File: src/rtl/td4_reg_stage.sv
// TD4 architectural register stage: A, B, OUT, PC, carry flag and the registered input port.
// Optional TD4_IN_SYNC_EN puts a two-flop synchroniser on in_port instead of a single register.
module td4_reg_stage #(
    parameter int WIDTH    = 4,
    parameter int PC_WIDTH = 4
) (
    input  logic                clk,
    input  logic                rst,
    input  logic [3:0]          ld,
    input  logic [WIDTH-1:0]    alu_y,
    input  logic                alu_carry,
    input  logic [WIDTH-1:0]    in_port,
    output logic [WIDTH-1:0]    reg_a,
    output logic [WIDTH-1:0]    reg_b,
    output logic [WIDTH-1:0]    in_q,
    output logic [WIDTH-1:0]    out_port,
    output logic [PC_WIDTH-1:0] pc,
    output logic                cflag,
    output logic                ld_err
);

    logic [PC_WIDTH-1:0] jump_target;
    logic                multi_hot;
    logic                ld_a;
    logic                ld_b;
    logic                ld_out;
    logic                ld_pc;

    generate
        if (PC_WIDTH > WIDTH) begin : g_jump_zext
            assign jump_target = {{(PC_WIDTH-WIDTH){1'b0}}, alu_y};
        end else begin : g_jump_trunc
            assign jump_target = alu_y[PC_WIDTH-1:0];
        end
    endgenerate

    // Clearing the lowest set bit leaves something only when two or more bits are set.
    assign multi_hot = (ld & (ld - 4'd1)) != 4'd0;
    assign ld_a      = (ld == 4'b0001);
    assign ld_b      = (ld == 4'b0010);
    assign ld_out    = (ld == 4'b0100);
    assign ld_pc     = (ld == 4'b1000);

    always_ff @(posedge clk or posedge rst) begin
        if (rst) begin
            reg_a    <= '0;
            reg_b    <= '0;
            out_port <= '0;
            pc       <= '0;
            cflag    <= 1'b0;
            ld_err   <= 1'b0;
        end else begin
            cflag <= alu_carry;
            if (ld_a)
                reg_a <= alu_y;
            if (ld_b)
                reg_b <= alu_y;
            if (ld_out)
                out_port <= alu_y;
            if (ld_pc)
                pc <= jump_target;
            else
                pc <= pc + 1'b1;
            if (multi_hot)
                ld_err <= 1'b1;
        end
    end

`ifdef TD4_IN_SYNC_EN
    logic [WIDTH-1:0] in_meta;

    always_ff @(posedge clk or posedge rst) begin
        if (rst) begin
            in_meta <= '0;
            in_q    <= '0;
        end else begin
            in_meta <= in_port;
            in_q    <= in_meta;
        end
    end
`else
    always_ff @(posedge clk or posedge rst) begin
        if (rst)
            in_q <= '0;
        else
            in_q <= in_port;
    end
`endif

endmodule

File: config.mk
export PLATFORM = sky130hd
export DESIGN_NAME = td4_reg_stage
export DESIGN_NICKNAME = d
export VERILOG_FILES = /design/src/rtl/td4_reg_stage.sv
export SDC_FILE = /design/constraint.sdc
export NUM_CORES = 1
export LEC_CHECK = 0
export CAP_MARGIN = 20
export CORE_MARGIN = 2
export CORE_UTILIZATION = 30
export CTS_CLUSTER_DIAMETER = 80
export CTS_CLUSTER_SIZE = 40
export DETAILED_ROUTE_END_ITERATION = 6
export PLACE_DENSITY = 0.7
export SKIP_CTS_REPAIR_TIMING = 1
export SLEW_MARGIN = 0
export SYNTH_ARGS = -nofsm -noshare
export SYNTH_HDL_FRONTEND = slang
export SYNTH_SLANG_ARGS = --single-unit
File: constraint.sdc
create_clock -name clk -period 2.4 [get_ports clk]
set_clock_uncertainty 0.2 [all_clocks]
set_input_delay 0.48 -clock clk [delete_from_list [all_inputs] [get_ports clk]]
set_output_delay 0.48 -clock clk [all_outputs]
set_load 0.02 [all_outputs]
==> Word-level counts from Yosys, hierarchy flattened <==
Index checks and enable logic that the tools add are counted.
{ "classes": {"addsub": 2, "eq_ne": 4, "muxes": 1, "bitwise_logic": 1, "reduce_logical": 1} }
{ "op_table": {"columns": ["op", "count"], "rows": [
  ["4-bit by 1-bit adder with 4-bit output (second input constant)", 1],
  ["4-bit AND", 1],
  ["4-bit by 1-bit equality test with 1-bit output (second input constant)", 1],
  ["4-bit by 2-bit equality test with 1-bit output (second input constant)", 1],
  ["4-bit by 3-bit equality test with 1-bit output (second input constant)", 1],
  ["4-bit equality test (second input constant)", 1],
  ["4-bit 2-to-1 mux", 1],
  ["4-bit nonzero test", 1],
  ["4-bit by 1-bit subtractor with 4-bit output (second input constant)", 1]
]} }
{ "word_totals": {"reg_bits": 22, "out_inout_bits": 22, "elab_cells": 16} }

==> Logic depth before layout (Yosys ltp) <==
{ "logic_depth": {"word_depth": 3, "depth_mapped": 3} }

==> Worst setup path before layout <==
OpenSTA, ideal clock, no wires.
{ "synth_path": {"path_type": "input-to-reg", "startpoint": "input ld[1]", "endpoint": "register pc[1]", "t_arrival_ns": 1.187, "required_ns": 2.075, "path_slack_ns": 0.888, "path_stages": 2, "path_buffers": 0, "cell_sequence": "nor4b_4 > mux2_4"} }
{ "synth_via": {"elab_chain_len": 2} }
{ "synth_rtl": {"columns": ["item", "line_no", "source"], "rows": [
  ["from (decl)", "9", "input logic [3:0] ld,"],
  ["4-bit equality test", "42", "assign ld_pc = (ld == 4'b1000);"],
  ["4-bit 2-to-1 mux", "60", "if (ld_pc)"],
  ["to (signal assigned)", "61", "pc <= jump_target;"],
  ["to (signal assigned)", "63", "pc <= pc + 1'b1;"],
  ["to (decl)", "17", "output logic [PC_WIDTH-1:0] pc,"]
]} }
No other way between the ends.
A chain may end at the register's enable or synchronous reset.

==> Final worst setup path <==
{ "layout_path": {"startpoint": "register pc[0]", "endpoint": "output pc[0]"} }
No word-level cell between the ends.

==> impl_metrics.toml <==
[outcome]
status = "finished clean"

[worst_setup_path]
start_kind = "flop"
path_class = "flop to output pin"
path_cells = "clkdlybuf4s50_1"
cp_max_fo = 4
crit_path_max_incr_delay_ns = 0.63
cp.buffers_inverters = 1
crit_required_ns = 1.72
reg2reg_from = "pc[0]"
critPathSlowestCell = "clkdlybuf4s50_1"
cp.arrival_ns = 1.36
cp-startpoint = "pc[0]"
endpoint_kind = "output pin"
path_delay_family = "buffers and inverters"

[timing]
report.final.slew_viol_count = 0
finalCriticalPeriod_ns = 2.04
final-setup-viol-count = 0
period_share_pct = 85.0
rsz0062_at_grt = "no"
fin_ws_ns = 0.361
hold_viol = 0
tns_ns = 0
fmax_mhz = 490
worstMarginPinSlew_ns = 0.409
relSlewSlack_pct = 72.6

[routing]
routed.top_layer = "met3"
drc = 0
dr_wl_met2_um = 948
vias = 589
wirelength_met1_um = 711
drtPass1Iterations = 3
first_iter_violations = 3
avgViaCountPerCell = 4.64
routed_wl_mm = 1.80
wl_per_cell_um = 14.2
wl_met3_um = 140
ant_nets = 0

[floorplanning]
fp.dieH_um = 58.4
row_count = 19
pin_count = 37
die_w_um = 58.4
die_area_sq_um = 3410
start_util_pct = 31.9
fp.coreArea_sq_um = 2780

[place]
place_hpwl_mm = 1.43
post-place-ws_ns = 0.0371
gp_congestion = 0.687
portBuffers = 36
dp.cells = 123

[layout]
n_fill_cell = 254
antenna_cells = 0
stdcell_count = 127
layout_commonest_cell = "clkdlybuf4s50_1"
seq_area_sq_um = 551
syn_to_final_growth_pct = 51.5
final_net_count = 113
multiInputGateArea_sq_um = 330
layout_common_cells = "36 x clkdlybuf4s50_1, 22 x dfrtp_1, 12 x mux2_2, 4 x nor4b_4"
post-route-util_pct = 48.4
drive_gt1_share_pct = 25.0

[clock_network]
h-tree-depth = 1
clkSinkCount = 22
numCtsBuffers = 3
cts-root-buf = "clkbuf_4"
clock_path_buffers = 2
cts_tree = "built"
clk_latency_ns = 0.30
clk_pin_slew_ns = 0.12

[grt]
antenna_found_initial = 0
overflow = 0
grt_pass1_vias = 637
grt_first_pass_wirelength_mm = 3.14
grt_max_degree = 18
grt_usage_pct = 12.2

[synth]
ys_seq_elements = 22
syn_nets = 69
ys_seq_area_share_pct = 62.0
synth_cell_types = 14
yosysWarnings = 0
synthCells = 53
synth_area_sq_um = 888
syn_avg_cell_area_sq_um = 16.8

[run]
maxCapViolations = 0

[worst_hold_path]
hold_path_class = "input port to async pin"

[power]
max-vdd-ir-drop_mv = 0.560
powerDensity_nw_per_um2 = 832
cellLeakagePower_nw = 0.558
-- cell usage after synthesis --
library cell,count,area share [%]
dfrtp_1,22,62
mux2_2,12,15
nor4b_4,4,11
a211oi_1,2,1.7
inv_1,2,0.85
nand2_1,2,0.85
o21ai_0,2,1.1
ha_1,1,1.4
mux2_4,1,1.7
mux2i_1,1,1.1
nand3_1,1,0.56
o21bai_1,1,0.85
xnor2_1,1,0.99
xor2_1,1,0.99
-- routing by layer --
layer / track usage [%] / vias to the layer above
met5: 0 / -
met2: 20.9 / 18
met3: 3.74 / 0
li1: - / 278
met1: 14.7 / 293
met4: 3.99 / 0
-- state kept, by name, summed over array words and instances, names as in the netlist --
signal,cells
in_q,4
reg_a,4
out_port,4
reg_b,4
ld_err,1
cflag,1
pc,4
-- final cells by class --
type | instances | area share, %
inverters | 2 | 0.558
repair buffers | 39 | 28.4
flip-flops and latches | 22 | 40.9
well taps | 31 | 2.88
multi-input cells | 29 | 24.5
clock buffers | 4 | 2.70
-- cells by family (layout without fill, tap and decap cells) --
kind of cell    count (synthesis)  in the layout  share of synthesized area [%]
xor+xnor                        2              2                           1.97
simple gates                    7              7                           12.1
flops                          22             22                           62.0
fa+ha+maj                       1              1                           1.41
buf+inv                         2             45                          0.845
compound gates                  5              5                           3.66
mux                            14             14                           18.0
-- final timing paths --
check	to	slack [ns]	cells past startpoint
min in group clk	ld_err	0.30	1
max in group asynchronous	reg_b[1]	1.35	3
min	pc[3]	0.17	2
max	pc[0]	0.36	1
max reg2reg	pc[1]	1.08	2
min reg2reg	ld_err	0.30	1
-- metrics by stage --
stage | hold slack, ns | instance area, sq um | total power [mW]
finish | 0.174 | 1350 | 1.12
global route | 0.168 | 1350 | 1.19
CTS | 0.180 | 1350 | 1.14
detailed placement | 0.275 | 1310 | 0.939
global placement | 0.277 | 1310 | 0.932
floorplan | 0.269 | 888 | 0.714
-- power by group --
part           switching [mW]  leakage, nW  internal, mW
sequential             0.0518        0.258         0.450
clock                   0.102       0.0210        0.0924
combinational           0.191        0.278         0.233
total                   0.345        0.558         0.776
(Power assumes the default switching activity.)
